`src/rtl/pic_pkg.sv`:
```
// Shared definitions for the priority interrupt controller core:
// acknowledge-sequence FSM states and the spurious channel id.
package pic_pkg;

  typedef enum logic [1:0] {
    IDLE = 2'd0,
    ACK1 = 2'd1,
    ACK2 = 2'd2
  } pic_state_e;

  localparam int PIC_NUM_IRQ_DEFAULT = 8;

  // Id reported when an acknowledge arrives with nothing eligible:
  // always the highest channel number.
  function automatic int spurious_id(input int num_irq);
    return num_irq - 1;
  endfunction

endpackage

```
`src/rtl/pic_priority_core_if.sv`:
```
// CPU-side acknowledge / EOI bus of the interrupt controller.
// master = CPU (drives INTA and EOI strobes), slave = controller.
interface pic_priority_core_if #(
  parameter int NUM_IRQ = 8
);
  localparam int ID_W = $clog2(NUM_IRQ);

  logic            inta_n;
  logic            eoi_ns;
  logic            eoi_sp;
  logic [ID_W-1:0] eoi_id;
  logic            int_out;
  logic [7:0]      vector;
  logic            vector_valid;

  modport master (
    output inta_n, eoi_ns, eoi_sp, eoi_id,
    input  int_out, vector, vector_valid
  );

  modport slave (
    input  inta_n, eoi_ns, eoi_sp, eoi_id,
    output int_out, vector, vector_valid
  );

endinterface

```
`src/rtl/pic_prio_resolver.sv`:
```
// Combinational circular priority resolver. Walks channels from the
// highest rank (pri_low+1) down to the lowest (pri_low); the first
// in-service bit met blocks every request ranked below it.
module pic_prio_resolver #(
  parameter  int NUM_IRQ = 8,
  localparam int ID_W    = $clog2(NUM_IRQ)
) (
  input  logic [NUM_IRQ-1:0] req,
  input  logic [NUM_IRQ-1:0] isr,
  input  logic [ID_W-1:0]    pri_low,
  output logic               valid,
  output logic [ID_W-1:0]    id
);

  logic            blocked;
  logic [ID_W-1:0] ch;

  // Priority walk: stop at the first request, or at the first in-service bit
  always_comb begin
    valid   = 1'b0;
    id      = '0;
    blocked = 1'b0;
    ch      = '0;
    for (int k = 1; k <= NUM_IRQ; k++) begin
      ch = pri_low + ID_W'(k);
      if (!valid && !blocked) begin
        if (isr[ch]) begin
          blocked = 1'b1;
        end else if (req[ch]) begin
          valid = 1'b1;
          id    = ch;
        end
      end
    end
  end

endmodule

```
`src/rtl/pic_priority_core.sv`:
```
// Priority interrupt controller core: request capture (edge/level),
// fully nested circular priority, two-pulse INTA sequence, AEOI and
// specific / non-specific EOI.
// Optional feature macro: PIC_PRIORITY_ROTATE_EN enables priority
// rotation on EOI (rot_eoi, pri_low). Without it priority is fixed
// with channel 0 highest and rot_eoi is ignored.
module pic_priority_core
  import pic_pkg::*;
#(
  parameter  int NUM_IRQ = PIC_NUM_IRQ_DEFAULT,
  localparam int ID_W    = $clog2(NUM_IRQ)
) (
  input  logic                 clk,
  input  logic                 rst,
  input  logic [NUM_IRQ-1:0]   irq_in,
  input  logic                 ltim,
  input  logic                 aeoi,
  input  logic [NUM_IRQ-1:0]   imr,
  input  logic [7:0]           vec_base,
  input  logic                 rot_eoi,
  pic_priority_core_if.slave   bus,
  output logic [NUM_IRQ-1:0]   irr_out,
  output logic [NUM_IRQ-1:0]   isr_out,
  output logic [ID_W-1:0]      pri_low
);

  localparam logic [ID_W-1:0] SPUR_ID = ID_W'(spurious_id(NUM_IRQ));

  pic_state_e         state, state_n;
  logic [NUM_IRQ-1:0] irr, isr, irq_q;
  logic [NUM_IRQ-1:0] irr_n, isr_n, isr_set, isr_clr, eoi_clr, irr_take;
  logic               inta_q, inta_fall, inta_rise;
  logic               int_out_r, int_out_n;
  logic [7:0]         vector_r;
  logic [ID_W-1:0]    frz_id;
  logic               frz_real;
  logic               take, ack_done, aeoi_clr;
  logic               elig_vld, isr_any, eoi_hit;
  logic [ID_W-1:0]    elig_id, isr_top, eoi_k;
  logic [ID_W-1:0]    pri_low_w;
  logic [ID_W-1:0]    take_id;
  logic               unused_vec_lo;

  function automatic logic [NUM_IRQ-1:0] onehot(input logic [ID_W-1:0] i);
    logic [NUM_IRQ-1:0] m;
    m    = '0;
    m[i] = 1'b1;
    return m;
  endfunction

  assign inta_fall     = inta_q & ~bus.inta_n;
  assign inta_rise     = ~inta_q & bus.inta_n;
  assign unused_vec_lo = ^vec_base[ID_W-1:0];

  pic_prio_resolver #(.NUM_IRQ(NUM_IRQ)) u_elig (
    .req     (irr & ~imr),
    .isr     (isr),
    .pri_low (pri_low_w),
    .valid   (elig_vld),
    .id      (elig_id)
  );

  // Highest-ranked in-service bit, the target of a non-specific EOI
  pic_prio_resolver #(.NUM_IRQ(NUM_IRQ)) u_isr_top (
    .req     (isr),
    .isr     ({NUM_IRQ{1'b0}}),
    .pri_low (pri_low_w),
    .valid   (isr_any),
    .id      (isr_top)
  );

  // INTA sequence next state and int_out
  always_comb begin
    state_n   = state;
    int_out_n = int_out_r;
    take      = 1'b0;
    ack_done  = 1'b0;
    case (state)
      IDLE: begin
        if (inta_fall) begin
          take      = 1'b1;
          int_out_n = 1'b0;
          state_n   = ACK1;
        end else begin
          int_out_n = int_out_r | elig_vld;
        end
      end
      ACK1: begin
        int_out_n = 1'b0;
        if (inta_fall) state_n = ACK2;
      end
      ACK2: begin
        int_out_n = 1'b0;
        if (inta_rise) begin
          state_n  = IDLE;
          ack_done = 1'b1;
        end
      end
      default: begin
        int_out_n = 1'b0;
        state_n   = IDLE;
      end
    endcase
  end

  // ISR / IRR set and clear masks; a set beats a clear on the same bit
  always_comb begin
    take_id  = elig_vld ? elig_id : SPUR_ID;
    isr_set  = (take && elig_vld) ? onehot(elig_id) : '0;
    irr_take = isr_set;
    aeoi_clr = ack_done && aeoi && frz_real;
    eoi_hit  = 1'b0;
    eoi_k    = '0;
    if (bus.eoi_sp) begin
      eoi_k   = bus.eoi_id;
      eoi_hit = isr[bus.eoi_id];
    end else if (bus.eoi_ns) begin
      eoi_k   = isr_top;
      eoi_hit = isr_any;
    end
    eoi_clr = eoi_hit ? onehot(eoi_k) : '0;
    isr_clr = eoi_clr | (aeoi_clr ? onehot(frz_id) : '0);
    isr_n   = (isr & ~isr_clr) | isr_set;
    if (ltim) irr_n = irq_in;
    else      irr_n = (irr & ~irr_take) | (irq_in & ~irq_q);
  end

  // Control and status registers
  always_ff @(posedge clk) begin
    if (rst) begin
      state     <= IDLE;
      irr       <= '0;
      isr       <= '0;
      irq_q     <= '0;
      inta_q    <= 1'b1;
      int_out_r <= 1'b0;
      vector_r  <= '0;
      frz_id    <= '0;
      frz_real  <= 1'b0;
    end else begin
      state     <= state_n;
      irr       <= irr_n;
      isr       <= isr_n;
      irq_q     <= irq_in;
      inta_q    <= bus.inta_n;
      int_out_r <= int_out_n;
      if (take) begin
        frz_id   <= take_id;
        frz_real <= elig_vld;
        vector_r <= {vec_base[7:ID_W], take_id};
      end
    end
  end

`ifdef PIC_PRIORITY_ROTATE_EN
  logic [ID_W-1:0] pri_low_r;

  // Rotation: the channel just serviced becomes the lowest priority
  always_ff @(posedge clk) begin
    if (rst) begin
      pri_low_r <= ID_W'(NUM_IRQ - 1);
    end else if (rot_eoi) begin
      if (eoi_hit)       pri_low_r <= eoi_k;
      else if (aeoi_clr) pri_low_r <= frz_id;
    end
  end

  assign pri_low_w = pri_low_r;
`else
  logic unused_rot;

  assign unused_rot = rot_eoi;
  assign pri_low_w  = ID_W'(NUM_IRQ - 1);
`endif

  assign pri_low          = pri_low_w;
  assign irr_out          = irr;
  assign isr_out          = isr;
  assign bus.int_out      = int_out_r;
  assign bus.vector       = vector_r;
  assign bus.vector_valid = (state == ACK2) && !bus.inta_n;

endmodule

```
`src/flat_wrapper.sv`:
```
// flat-port wrapper written by rule: the top's interface ports become plain ports
module pic_priority_core_flat import pic_pkg::*;
#(
  parameter  int NUM_IRQ = PIC_NUM_IRQ_DEFAULT,
  localparam int ID_W    = $clog2(NUM_IRQ)
)
  (clk, rst, irq_in, ltim, aeoi, imr, vec_base, rot_eoi, irr_out, isr_out, pri_low, bus_inta_n, bus_eoi_ns, bus_eoi_sp, bus_eoi_id, bus_int_out, bus_vector, bus_vector_valid);
  pic_priority_core_if #(.NUM_IRQ(NUM_IRQ)) bus_i ();
  input  logic clk;
  input  logic rst;
  input  logic [NUM_IRQ-1:0] irq_in;
  input  logic ltim;
  input  logic aeoi;
  input  logic [NUM_IRQ-1:0] imr;
  input  logic [7:0] vec_base;
  input  logic rot_eoi;
  output logic [NUM_IRQ-1:0] irr_out;
  output logic [NUM_IRQ-1:0] isr_out;
  output logic [ID_W-1:0] pri_low;
  input wire logic [$bits(bus_i.inta_n)-1:0] bus_inta_n;
  input wire logic [$bits(bus_i.eoi_ns)-1:0] bus_eoi_ns;
  input wire logic [$bits(bus_i.eoi_sp)-1:0] bus_eoi_sp;
  input wire logic [$bits(bus_i.eoi_id)-1:0] bus_eoi_id;
  output wire logic [$bits(bus_i.int_out)-1:0] bus_int_out;
  output wire logic [$bits(bus_i.vector)-1:0] bus_vector;
  output wire logic [$bits(bus_i.vector_valid)-1:0] bus_vector_valid;
  assign bus_i.inta_n = bus_inta_n;
  assign bus_i.eoi_ns = bus_eoi_ns;
  assign bus_i.eoi_sp = bus_eoi_sp;
  assign bus_i.eoi_id = bus_eoi_id;
  assign bus_int_out = bus_i.int_out;
  assign bus_vector = bus_i.vector;
  assign bus_vector_valid = bus_i.vector_valid;
  pic_priority_core #(.NUM_IRQ(NUM_IRQ)) u_core (.clk(clk), .rst(rst), .irq_in(irq_in), .ltim(ltim), .aeoi(aeoi), .imr(imr), .vec_base(vec_base), .rot_eoi(rot_eoi), .bus(bus_i), .irr_out(irr_out), .isr_out(isr_out), .pri_low(pri_low));
endmodule
```
`config.mk`:
```
export PLATFORM = sky130hd
export DESIGN_NAME = pic_priority_core_flat
export DESIGN_NICKNAME = d
export VERILOG_FILES = /design/src/rtl/pic_pkg.sv /design/src/rtl/pic_priority_core_if.sv /design/src/rtl/pic_prio_resolver.sv /design/src/rtl/pic_priority_core.sv /design/src/flat_wrapper.sv
export SDC_FILE = /design/constraint.sdc
export NUM_CORES = 1
export LEC_CHECK = 0
export BUFFER_PORTS_ARGS = -buffer_cell sky130_fd_sc_hd__buf_2
export CAP_MARGIN = 15
export CORE_MARGIN = 2
export CORE_UTILIZATION = 51
export DETAILED_ROUTE_END_ITERATION = 6
export PLACE_DENSITY = 0.9
export REMOVE_ABC_BUFFERS = 1
export SLEW_MARGIN = 20
export SYNTH_ARGS = -nofsm -noshare
export SYNTH_HDL_FRONTEND = slang
export SYNTH_SLANG_ARGS = --single-unit
```
`constraint.sdc`:
```
create_clock -name clk -period 2.2 [get_ports clk]
set_input_delay 0.33 -clock clk [delete_from_list [all_inputs] [get_ports clk]]
set_output_delay 0.33 -clock clk [all_outputs]
set_load 0.02 [all_outputs]
```
## Word-level counts from Yosys, hierarchy flattened

Index checks and enable logic that the tools add are counted.

- Reductions and logical operators: 32
- Order comparisons: 7
- Equal/unequal tests: 5
- Bitwise gates (word level): 17
- Multiplexer cells: 110

Operators with widths:

| operator | number |
|---|---|
| 2-to-1 mux 3 bit | 33 |
| 2-to-1 mux 1 bit | 65 |
| AND 8 bit | 4 |
| 2-to-1 mux 8 bit | 4 |
| inverter 8 bit | 4 |
| bitwise OR 8 bit | 3 |
| less-than comparator 3 x 4 -> 1 bit (second input constant) | 4 |
| zero test 1 bit | 15 |
| logical AND 1 bit | 14 |
| demux 1 bit (select 3 bit) | 3 |
| greater-or-equal comparator 3 x 1 -> 1 bit (second input constant) | 3 |
| 2-to-1 mux 2 bit | 3 |
| inequality test 2 x 1 -> 1 bit (second input constant) | 3 |
| case mux 2 bit (3 select lines) | 1 |
| binary-select mux 1 bit (select 3 bit) | 1 |
| inverter 1 bit | 3 |
| AND reduction 3 bit | 1 |
| OR reduction 3 bit | 1 |
| AND 1 bit | 2 |
| == test 2 x 1 -> 1 bit (second input constant) | 1 |
| == test 2 bit (second input constant) | 1 |
| zero test 2 bit | 1 |
| bitwise OR 1 bit | 1 |

- Word-level logic and storage cells: 180
- Output and inout port bits: 29
- Register bits after elaboration: 40

## Longest topological paths before layout

Gate-level depths: netlist of run 1.

- Depth after elaboration: 34
- Depth in mapped cells: 7
- Mapped depth without buffers: 6

## Cells and area by module

Synthesis of run 1 repeated with hierarchy kept, for this count alone.

- Cells, all modules: 540
- Area total of the unflattened synthesis: 4,770.8 um2

By module, submodules not included:

| module | instances | area each (um2) | cells an instance | sequential area each (um2) |
|---|---|---|---|---|
| pic_prio_resolver | 2 | 1,476.4 | 174 | 0.0 |
| pic_priority_core | 1 | 1,818.0 | 192 | 740.7 |

## Least setup slack after synthesis of run 1

No wires, ideal clock.

- Kind: register to register
- Start point: register u_core.isr[4], in the netlist u_core.isr_out[4]
- End point: register u_core.irr[0], in the netlist u_core.irr_out[0]
- Cell stages (with the launch flop): 8
- Path slack: 312 ps
- Period minus slack after synthesis: 1,888 ps
- Data required time: 2,079 ps
- Arrival time: 1,767 ps
- Cells stage by stage: dfxtp_1 buf_6 nor4b_4 o21bai_4 nor4b_4 o31a_4 nor4_2 o21ai_1

- Cells in the longest elaborated chain, start to end: 20

RTL lines:

| what | RTL line | text |
|---|---|---|
| from (decl) | pic_priority_core.sv:30 | `logic [NUM_IRQ-1:0] irr, isr, irq_q;` |
| from (signal assigned) | pic_priority_core.sv:143 | `isr <= isr_n;` |
| 2-to-1 mux 3 bit / 2-to-1 mux 1 bit (equally long branches) | pic_prio_resolver.sv:27 | `if (isr[ch]) begin` |
| 2-to-1 mux 3 bit / 2-to-1 mux 1 bit (equally long branches) | pic_prio_resolver.sv:26 | `if (!valid && !blocked) begin` |
| 2-to-1 mux 3 bit (tied with other cells) | pic_prio_resolver.sv:29 | `end else if (req[ch]) begin` |
| 2-to-1 mux 3 bit (tied with other cells) | pic_prio_resolver.sv:27 |  |
| 2-to-1 mux 3 bit / 2-to-1 mux 1 bit (equally long branches) | pic_prio_resolver.sv:26 |  |
| 2-to-1 mux 3 bit (tied with other cells) | pic_prio_resolver.sv:29 |  |
| 2-to-1 mux 3 bit (tied with other cells) | pic_prio_resolver.sv:27 |  |
| 2-to-1 mux 3 bit / 2-to-1 mux 1 bit (equally long branches) | pic_prio_resolver.sv:26 |  |
| (+4 left out) | n/a |  |
| logical AND 1 bit (not written as such) | pic_priority_core.sv:47 | `m[i] = 1'b1;` |
| 2-to-1 mux 1 bit (not written as such) | pic_priority_core.sv:47 |  |
| demux 1 bit (select 3 bit) | pic_priority_core.sv:47 |  |
| 2-to-1 mux 8 bit (*) | pic_priority_core.sv:109 | `isr_set = (take && elig_vld) ? onehot(elig_id) : '0;` |
| inverter 8 bit (*) | pic_priority_core.sv:125 | `else irr_n = (irr & ~irr_take) \| (irq_in & ~irq_q);` |
| AND 8 bit (*) | pic_priority_core.sv:125 |  |
| bitwise OR 8 bit (*) | pic_priority_core.sv:125 |  |
| 2-to-1 mux 8 bit (*) | pic_priority_core.sv:124 | `if (ltim) irr_n = irq_in;` |
| to (signal assigned) | pic_priority_core.sv:142 | `irr <= irr_n;` |
| to (decl) | pic_priority_core.sv:30 |  |

Every way passes the cells marked *; elsewhere a longest branch is shown, timed or not.
A chain may end at the register's enable or synchronous reset.

## Worst setup path in the final report of run 1

- Start point: register u_core.isr[1], in the netlist u_core.isr_out[1]
- End point: register u_core.irr[4], in the netlist u_core.irr_out[4]

- Cells in the longest elaborated chain, start to end: 29

RTL lines:

| what | RTL line |
|---|---|
| 2-to-1 mux 1 bit | pic_prio_resolver.sv:27 |
| 2-to-1 mux 1 bit | pic_prio_resolver.sv:26 |
| 2-to-1 mux 3 bit (tied with other cells) | pic_prio_resolver.sv:29 |
| 2-to-1 mux 3 bit (tied with other cells) | pic_prio_resolver.sv:27 |
| 2-to-1 mux 3 bit / 2-to-1 mux 1 bit (equally long branches) | pic_prio_resolver.sv:26 |
| 2-to-1 mux 3 bit (tied with other cells) | pic_prio_resolver.sv:29 |
| 2-to-1 mux 3 bit (tied with other cells) | pic_prio_resolver.sv:27 |
| 2-to-1 mux 3 bit / 2-to-1 mux 1 bit (equally long branches) | pic_prio_resolver.sv:26 |
| (+13 left out) | n/a |
| logical AND 1 bit (not written as such) | pic_priority_core.sv:47 |
| 2-to-1 mux 1 bit (not written as such) | pic_priority_core.sv:47 |
| demux 1 bit (select 3 bit) | pic_priority_core.sv:47 |
| 2-to-1 mux 8 bit (*) | pic_priority_core.sv:109 |
| inverter 8 bit (*) | pic_priority_core.sv:125 |
| AND 8 bit (*) | pic_priority_core.sv:125 |
| bitwise OR 8 bit (*) | pic_priority_core.sv:125 |
| 2-to-1 mux 8 bit (*) | pic_priority_core.sv:124 |

Marks and branches as above.

==> flow_summary_export.csv, run 1 <==
group,metric,value,unit
logic_synthesis,ys_ff_latch,37,
cts,clockBufferDepth,2,
grt,grt_pass1_wl,8.41,mm
placed_design,dp_hpwl,3.87,mm
grt,grt_pass1_vias,1965,
finish,antennaDiodeCount,0,
critical_path,crit_path_end,"u_core.irr_out[4]$_SDFF_PP0_",
power,power.switching,0.000545,W
power,power_density,671,nW/um^2
critical_path,cp_max_fo,7,
routing,postRouteAntennaNets,0,
power,irDropWorstVdd,0.000577,V
logic_synthesis,synth_common_cells,"37 x dfxtp_1, 26 x nand2_1, 21 x nor2_1, 20 x nand2b_1, 17 x nor2b_1",
power,swShare,32.3,%
job,drv_cap,0,
critical_path,r2r_cells,6,
finish,drive_above_1_share,28.8,%
logic_synthesis,synth_largest_area_cell,"dfxtp_1",
floorplan,io_pins,64,
logic_synthesis,synth.top_cell.area_share,36.0,%
finish,nFillCells,350,
critical_path,crit_slowest_cell,"or3_1",
cts,clkSlewWorstSetupHoldPaths,0.07,ns
critical_path,cp-end-kind,"flop",
sta,slew_headroom,66.1,%
floorplan,die_h,67.5,um
cts,cts_made_buffers,5,
logic_synthesis,synth_ff_type,"dfxtp_1",
logic_synthesis,synth-edff-count,0,
sta,tns,0,ns
sta,min_period,1.92,ns
logic_synthesis,async_flop_share,0,%
grt,grt_usage,24.6,%
power,clockPowerShare,28.4,%
routing,drc,0,
finish,design_area,2520,um^2
logic_synthesis,yosys_warnings,0,
critical_path,timing.rr.end,"u_core.irr_out[4]$_SDFF_PP0_",
routing,via_count,2015,
logic_synthesis,synth_cell_types,55,
logic_synthesis,syn_avg_cell_area,8.58,um^2
cts,htree_levels,2,
critical_path,r2r-start,"u_core.isr_out[1]$_SDFF_PP0_",
critical_path,path_cells,"nor2_2 > nand3_1 > or3_1 > nor2_1 > nand3_1 > a32o_1",
min_path,hold_class,"in -> reg",
placed_design,post_dp_cell_area,2430,um^2
finish,area_growth,22.3,%
power,p_leak,1.15,nW
logic_synthesis,yosysMostFrequentCell,"dfxtp_1",
routing,drtIter0Drc,116,
critical_path,critPathMaxStageDelay,0.42,ns
cts,cts_sinks,37,
critical_path,startpoint_type,"flop",
floorplan,start_util,52.2,%
routing,first_pass_iters,4,
routing,wirelength,5.14,mm
sta,clock.fmax,0.521,GHz
sta,final-setup-viol-count,0,
cts,worstSkewPairLatency,0.29,ns
cts,cts-resized-gates,0,
floorplan,fp.dieArea,4560,um^2
cts,cts_hold_buf,0,
critical_path,r2r_slack,0.28,ns
cts,postCtsSetupBuffers,0,
sta,hold_viol_final,0,
critical_path,crit_start,"u_core.isr_out[1]$_SDFF_PP0_",
placed_design,finalWeightedCongestion,0.859,
sta,post-route-period-util,87.2,%
placed_design,io_buffers,56,
logic_synthesis,syn_area,2060,um^2
logic_synthesis,synth.area.top_cells,"dfxtp_1 36%, nand2b_1 6.1%, nor2b_1 5.2%, nand2_1 4.7%, nor2_1 3.8%",
floorplan,std_cell_rows,23,
cts,cts_tree,"done",
power,internal_power,0.00114,W
sta,finClkSkew,0.00704,ns
critical_path,crit_required,2.39,ns
power,power_frac_comb,26.7,%
sta,rsz0062_at_grt,"no",
finish,nets,341,
floorplan,coreArea,3940,um^2
floorplan,die_width,67.5,um
power,pwr-share-seq,44.9,%
grt,antenna_found_initial,0,
critical_path,cp.arrival,2.11,ns
cts,ctsRootBufferMaster,"clkbuf_8",
sta,worst_pin_slew,0.503,ns
routing,via_per_inst,5.66,
routing,wl_per_cell,14.4,um
grt,gr-total-overflow,0,
logic_synthesis,synthCells,240,
critical_path,critPathKind,"reg -> reg",
critical_path,crit_top_cell,"nand3_1",
logic_synthesis,synth-seq-area-share,36.0,%
run_status,status,"finished clean",
sta,slew_viol_final,0,
grt,grt_max_degree,19,
-- worst max-delay path, delay by kind of cell, from the launching register on --
kind             cells  cell delay (ns)
AO/OA/AOI/OAI        1             0.27
AND/OR/NAND/NOR      5             1.16
flip-flops           1             0.39
-- routing by layer --
metal / track usage [%] / up-vias / routed length, um
met4: 9.69 / 0 / 103
met1: 29.9 / 942 / 2180
met2: 42.2 / 75 / 2520
met5: 0 / - / 0
met3: 5.17 / 10 / 332
li1: - / 988 / -
-- kinds of logic after synthesis --
group / after synthesis / share of synthesized area (%)
and+or+nand+nor: 118 / 32.9
AOI/OAI and AO/OA: 64 / 24.9
buffers and inverters: 17 / 4.01
DFF: 37 / 36.0
xor gates and xnor gates: 1 / 0.425
muxes: 2 / 1.58
other: 1 / 0.182
-- cell type report --
cell class                      instances  area, um^2  area share (%)
Clock buffer                            7        86.3            3.43
Inverter                                8        30.0            1.19
Multi-Input combinational cell        188        1240            49.4
Sequential cell                        37         741            29.4
Tap cell                               50        62.6            2.48
Timing Repair Buffer                   66         355            14.1
-- flip-flops by register name, summed over array words and instances, names as in the netlist --
register            count
u_core.irq_q            8
u_core.irr_out          8
u_core.bus.int_out      1
u_core.frz_real         1
u_core.frz_id           2
u_core.isr_out          8
u_core.inta_q           1
u_core.state            2
u_core.bus.vector       6
-- placed cells by master (no fill, tap or decap), types with 2 or more instances in the layout --
cell,instances
a31o_1,3
nand3_1,6
a32o_1,4
or2_1,3
dfxtp_1,37
nor2_1,21
nand3b_1,2
nand2b_1,20
a31oi_1,4
a221oi_1,6
nor4b_4,2
clkbuf_8,6
o2111ai_1,2
nor3_1,5
o21ai_1,2
nor2b_1,17
nor3_2,2
buf_4,10
inv_1,8
or3b_1,2
conb_1,3
a211oi_1,2
nand2_1,26
buf_2,56
o21ai_0,4
or3_1,2
a21oi_1,13
o21bai_1,3
a21o_1,8
nor4_1,2
-- worst min path at each step --
stage | start | endpoint | slack (ns) | cells after the start
5_1_grt | bus_inta_n | u_core.inta_q$_SDFF_PP1_ | 0.28 | 2
3_5_place_dp | u_core.bus.int_out$_SDFF_PP0_ | u_core.bus.int_out$_SDFF_PP0_ | 0.44 | 2
4_1_cts | vec_base[3] | u_core.bus.vector[3]$_SDFFE_PP0P_ | 0.26 | 3
2_1_floorplan | rst | u_core.frz_id[0]$_SDFFE_PP0P_ | 0.39 | 1
6_report | vec_base[4] | u_core.bus.vector[4]$_SDFFE_PP0P_ | 0.28 | 3
3_3_place_gp | u_core.bus.int_out$_SDFF_PP0_ | u_core.bus.int_out$_SDFF_PP0_ | 0.43 | 2
-- power groups by stage --
stage                     registers (W)  clock network, W  logic (W)
final                          0.000758          0.000480   0.000451
after global routing           0.000766          0.000506   0.000495
after CTS                      0.000757          0.000489   0.000450
after detailed placement       0.000772                 0   0.000447
after global placement         0.000770                 0   0.000435
after floorplan                0.000809                 0   0.000256
-- through the flow --
step | hold slack, ns | util [%] | total power [W] | setup slack [ns] | std cells
4_1_cts | 0.264 | 63.9 | 0.00170 | 0.296 | 356
6_report | 0.276 | 63.9 | 0.00169 | 0.281 | 356
3_5_place_dp | 0.438 | 61.7 | 0.00122 | 0.270 | 349
2_1_floorplan | 0.395 | - | 0.00106 | 0.272 | 233
5_1_grt | 0.279 | 63.9 | 0.00177 | 0.194 | 356
3_3_place_gp | 0.428 | 61.7 | 0.00120 | 0.282 | 349
(Power assumes the default switching activity.)
==> run 2, diff against run 1 <==
--- a/config.mk
+++ b/config.mk
@@ -7,6 +7,7 @@
 export LEC_CHECK = 0
 export BUFFER_PORTS_ARGS = -buffer_cell sky130_fd_sc_hd__buf_2
 export CAP_MARGIN = 15
+export CORE_ASPECT_RATIO = 1.5
 export CORE_MARGIN = 2
 export CORE_UTILIZATION = 51
 export DETAILED_ROUTE_END_ITERATION = 6
==> run 2 against run 1 <==
Effect of this change:
- first-iteration DRC count shrank 9.5%
- sequential power barely moved
- hold slack got worse by 0.0070 ns
- sequential share of layout area is essentially flat
- register-to-register slack worse by 0.05 ns
- cell area barely moved
- non-clock buffer count increased by 1
- count of clock-buffer cells in the layout unchanged
- worst setup slack got worse by 0.049 ns
- utilization up 0.34 points
- highest routed layer unchanged
==> flow_summary_export.csv, run 2 (synthesis results as in run 1) <==
group,metric,value,unit
power,p_leak,1.15,nW
cts,postCtsSetupBuffers,0,
critical_path,cp-end-kind,"flop",
critical_path,crit_start,"u_core.isr_out[4]$_SDFF_PP0_",
min_path,holdPathStages,2,
power,power_density,669,nW/um^2
floorplan,std_cell_rows,28,
cts,clockBufferDepth,2,
routing,wirelength,5.25,mm
sta,slew_viol_final,0,
routing,wl_per_cell,14.9,um
cts,cts_sinks,37,
job,drv_cap,0,
placed_design,io_buffers,56,
placed_design,dp_hpwl,3.91,mm
finish,mostFrequentLayoutCell,"buf_2",
critical_path,r2r-start,"u_core.isr_out[4]$_SDFF_PP0_",
routing,via_per_inst,5.80,
floorplan,die_width,55.9,um
finish,nets,342,
sta,min_period,1.97,ns
routing,wl_met2,2.78,mm
finish,drive_above_1_share,29.0,%
cts,cts_made_buffers,5,
placed_design,post_dp_cell_area,2430,um^2
floorplan,coreArea,3920,um^2
cts,worstSkewPairLatency,0.29,ns
cts,htree_levels,2,
run_status,status,"finished clean",
critical_path,crit_required,2.44,ns
routing,wl_met1,2.05,mm
grt,grt_pass1_vias,1975,
cts,cts_tree,"done",
sta,rsz0062_at_grt,"no",
cts,ctsRootBufferMaster,"clkbuf_8",
critical_path,timing.rr.end,"u_core.isr_out[7]$_SDFF_PP0_",
power,irDropWorstVdd,0.000782,V
routing,first_pass_iters,5,
cts,clkSlewWorstSetupHoldPaths,0.07,ns
critical_path,startpoint_type,"flop",
critical_path,r2r_slack,0.23,ns
finish,antennaDiodeCount,0,
sta,slew_headroom,66.1,%
floorplan,io_pins,64,
finish,multiInputGateArea,1240,um^2
routing,postRouteAntennaNets,0,
routing,drc,0,
min_path,hp-start,"bus_inta_n",
routing,top_layer,"met4",
sta,clock.fmax,0.508,GHz
cts,cts_hold_buf,0,
routing,wl_met3,294,um
routing,drtIter0Drc,105,
floorplan,start_util,52.5,%
finish,design_area,2520,um^2
sta,finClkSkew,0.00441,ns
min_path,hold_class,"in -> reg",
grt,antenna_found_initial,0,
sta,post-route-period-util,89.5,%
critical_path,critPathKind,"reg -> reg",
finish,area_growth,22.4,%
grt,grt_max_degree,27,
placed_design,finalWeightedCongestion,0.919,
critical_path,r2r_cells,6,
floorplan,die_h,81.8,um
grt,grt_pass1_wl,8.61,mm
grt,grt_usage,23.7,%
sta,final-setup-viol-count,0,
grt,gr-total-overflow,0,
routing,via_count,2043,
finish,nFillCells,374,
min_path,min_to,"u_core.inta_q$_SDFF_PP1_",
sta,hold_viol_final,0,
finish,layout_common_cells,"56 x buf_2, 37 x dfxtp_1, 26 x nand2_1",
sta,worst_pin_slew,0.503,ns
sta,tns,0,ns
critical_path,cp.arrival,2.21,ns
finish,seqCellArea,741,um^2
floorplan,fp.dieArea,4570,um^2
cts,cts-resized-gates,0,
critical_path,cp_max_fo,6,
run 2: area by class of cell:
class	count	share of cell area, %
Timing Repair Buffer	67	14.4
Multi-Input combinational cell	188	49.4
Clock buffer	7	3.43
Inverter	8	1.19
Tap cell	45	2.23
Sequential cell	37	29.4
run 2: worst max-delay path, stage by stage (launching register included):
cell and delay (ns):
dfxtp_1 0.54, nor4b_4 0.09, o21bai_4 0.23, nor4b_4 0.39, o31ai_4 0.16, nor3_2 0.30, a22o_1 0.19
run 2: per-stage QoR:
step / setup slack, ns / utilization, % / cells / power, W / hold slack (ns)
2_1_floorplan: 0.272 / - / 233 / 0.00106 / 0.395
3_3_place_gp: 0.200 / 62.0 / 345 / 0.00121 / 0.436
3_5_place_dp: 0.201 / 62.0 / 345 / 0.00122 / 0.437
4_1_cts: 0.231 / 64.2 / 352 / 0.00169 / 0.266
5_1_grt: 0.0449 / 64.2 / 352 / 0.00177 / 0.282
6_report: 0.232 / 64.2 / 352 / 0.00169 / 0.269
run 2: layer usage:
metal,GRT usage (%),up-vias
met1,25.5,962
met3,4.57,12
met4,11.0,0
li1,-,997
met5,0,-
met2,44.5,72
run 2: worst max-delay path by stage:
stage                                        end  slack [ns]
detailed placement  u_core.irr_out[6]$_SDFF_PP0_        0.20
floorplan           u_core.irr_out[7]$_SDFF_PP0_        0.27
global placement    u_core.irr_out[6]$_SDFF_PP0_        0.20
finish              u_core.isr_out[7]$_SDFF_PP0_        0.23
CTS                 u_core.isr_out[0]$_SDFF_PP0_        0.23
global route        u_core.isr_out[2]$_SDFF_PP0_        0.04
run 2: where the power goes:
group          switching (W)  internal (W)
logic               0.000272      0.000181
clock network       0.000225      0.000248
registers          0.0000434      0.000718
==> run 3, diff against run 2 <==
--- a/config.mk
+++ b/config.mk
@@ -7,11 +7,13 @@
 export LEC_CHECK = 0
 export BUFFER_PORTS_ARGS = -buffer_cell sky130_fd_sc_hd__buf_2
 export CAP_MARGIN = 15
+export CELL_PAD_IN_SITES_DETAIL_PLACEMENT = 0
+export CELL_PAD_IN_SITES_GLOBAL_PLACEMENT = 1
 export CORE_ASPECT_RATIO = 1.5
 export CORE_MARGIN = 2
-export CORE_UTILIZATION = 51
+export CORE_UTILIZATION = 37
 export DETAILED_ROUTE_END_ITERATION = 6
-export PLACE_DENSITY = 0.9
+export PLACE_DENSITY = 0.89
 export REMOVE_ABC_BUFFERS = 1
 export SLEW_MARGIN = 20
 export SYNTH_ARGS = -nofsm -noshare
==> constraint.sdc (replaced) <==
create_clock -name clk -period 2 [get_ports clk]
set_input_delay 0.3 -clock clk [delete_from_list [all_inputs] [get_ports clk]]
set_output_delay 0.3 -clock clk [all_outputs]
set_load 0.02 [all_outputs]
==> run 3 against run 2 <==
Effect of this change:
- clock skew grew 0.0023 ns
- critical path depth shrank 1
- worst setup slack lost 0.15 ns
- register-to-register slack lost 0.15 ns
- via count shrank 0.78%
- non-clock buffer count grew 7
- die area grew 35%
- routed wire length grew 4.7%
- sequential power grew 9.7%
==> flow_summary_export.csv, run 3 (synthesis results as in run 1) <==
group,metric,value,unit
min_path,holdPathStages,2,
critical_path,r2r_cells,5,
critical_path,r2r_slack,0.09,ns
cts,worstSkewPairLatency,0.29,ns
critical_path,startpoint_type,"flop",
cts,clockBufferDepth,2,
critical_path,crit_slowest_cell,"or3b_1",
cts,cts_hold_buf,0,
grt,gr-total-overflow,0,
floorplan,start_util,38.1,%
grt,grt_usage,18.6,%
floorplan,fp.dieArea,6190,um^2
cts,htree_levels,2,
finish,mostFrequentLayoutCell,"buf_2",
grt,grt_pass1_vias,1986,
sta,hold_viol_final,0,
sta,final-setup-viol-count,0,
placed_design,finalWeightedCongestion,0.816,
min_path,hold_class,"in -> reg",
routing,wl_per_cell,14.3,um
critical_path,cp.arrival,2.09,ns
run_status,status,"finished clean",
finish,area_growth,27.1,%
routing,first_pass_iters,4,
job,drv_cap,0,
critical_path,cp-end-kind,"flop",
finish,nFillCells,536,
routing,drc,0,
cts,cts_sinks,37,
power,irDropWorstVdd,0.000571,V
min_path,min_to,"u_core.inta_q$_SDFF_PP1_",
sta,finClkSkew,0.00668,ns
sta,min_period,1.91,ns
sta,slew_viol_final,0,
critical_path,r2r-start,"u_core.isr_out[7]$_SDFF_PP0_",
power,p_leak,1.19,nW
min_path,hp-start,"bus_inta_n",
floorplan,coreArea,5410,um^2
critical_path,critPathTopFamily,"simple AND/OR/NAND/NOR gates",
critical_path,cp_max_fo,5,
critical_path,timing.rr.end,"u_core.irr_out[6]$_SDFF_PP0_",
floorplan,die_h,95.4,um
routing,wirelength,5.49,mm
grt,grt_max_degree,23,
placed_design,dp_hpwl,4.31,mm
critical_path,crit_required,2.18,ns
routing,drtIter0Drc,76,
sta,worst_pin_slew,0.550,ns
sta,post-route-period-util,95.7,%
finish,antennaDiodeCount,0,
placed_design,io_buffers,56,
finish,instances_no_fill,384,
routing,via_count,2027,
placed_design,dpl.cell_count,377,
finish,layout_common_cells,"56 x buf_2, 37 x dfxtp_1, 26 x nand2_1",
finish,fin_util,48.4,%
grt,grt_pass1_wl,8.92,mm
sta,clock.fmax,0.522,GHz
critical_path,critPathKind,"reg -> reg",
floorplan,std_cell_rows,33,
routing,postRouteAntennaNets,0,
routing,via_per_inst,5.28,
cts,ctsRootBufferMaster,"clkbuf_8",
grt,antenna_found_initial,0,
critical_path,path_cells,"or3b_1 > a221oi_2 > nor3b_2 > nand3_1 > a32o_1",
power,power_density,716,nW/um^2
cts,clkSlewWorstSetupHoldPaths,0.07,ns
cts,cts_tree,"done",
floorplan,die_width,64.9,um
finish,drive_above_1_share,30.9,%
sta,slew_headroom,63.2,%
floorplan,io_pins,64,
critical_path,critPathMaxStageDelay,0.45,ns
sta,rsz0062_at_grt,"yes",
critical_path,cp_num_buf_inv,0,
cts,cts_made_buffers,5,
finish,nets,349,
==> run 3: changes by cell type in the layout (fill, tap and decap cells not counted), sizes merged <==
cell	previous run	this run
buf	67	74
==> run 3: cell type report <==
class	count	area, um^2	area share (%)
sequential	37	741	28.3
clock buffer	7	86.3	3.30
multi-input combinational	188	1260	48.0
timing repair buffer	74	415	15.9
tap	70	87.6	3.35
inverter	8	30.0	1.15
==> run 3: worst max-delay path by stage <==
stage / startpoint / endpoint / depth (start not counted)
2_1_floorplan: u_core.isr_out[4]$_SDFF_PP0_ / u_core.irr_out[7]$_SDFF_PP0_ / 6
3_3_place_gp: imr[7] / u_core.irr_out[6]$_SDFF_PP0_ / 6
3_5_place_dp: imr[7] / u_core.irr_out[6]$_SDFF_PP0_ / 6
4_1_cts: u_core.isr_out[7]$_SDFF_PP0_ / u_core.irr_out[6]$_SDFF_PP0_ / 5
5_1_grt: u_core.isr_out[7]$_SDFF_PP0_ / u_core.irr_out[6]$_SDFF_PP0_ / 5
6_report: u_core.isr_out[7]$_SDFF_PP0_ / u_core.irr_out[6]$_SDFF_PP0_ / 5
==> run 3: where the power goes <==
part	switching (W)	leakage (nW)	total [W]	internal, W
Combinational	0.000309	0.842	0.000522	0.000213
Clock	0.000245	0.0443	0.000518	0.000273
Sequential	0.0000456	0.305	0.000835	0.000789
Total	0.000600	1.19	0.00188	0.00128
==> run 3: layer usage <==
layer | track usage [%] | wire, um
met1 | 20.2 | 2210
met2 | 35.3 | 2900
met3 | 2.48 | 254
met4 | 8.33 | 137
met5 | 0 | 0
==> run 3: worst reg2reg max path: stages (launching register included) <==
cell and delay [ns]:
dfxtp_1 0.35, or3b_1 0.45, a221oi_2 0.34, nor3b_2 0.31, nand3_1 0.11, a32o_1 0.25
==> run 3: timing repair <==
action / CTS / global route
setup endpoints to repair: 0 / 2
resized for setup: 0 / 2
buffers inserted: 0 / 0
==> run 3: through the flow <==
step	area [um^2]	setup WS (ns)	total power (W)	hold WS [ns]	setup TNS, ns
after global routing	2620	-0.00902	0.00197	0.251	-0.00902
final	2620	0.0860	0.00188	0.250	0
after CTS	2600	0.0870	0.00189	0.245	0
after global placement	2520	0.0912	0.00136	0.429	0
after floorplan	2010	0.0716	0.00117	0.365	0
after detailed placement	2520	0.0727	0.00137	0.438	0
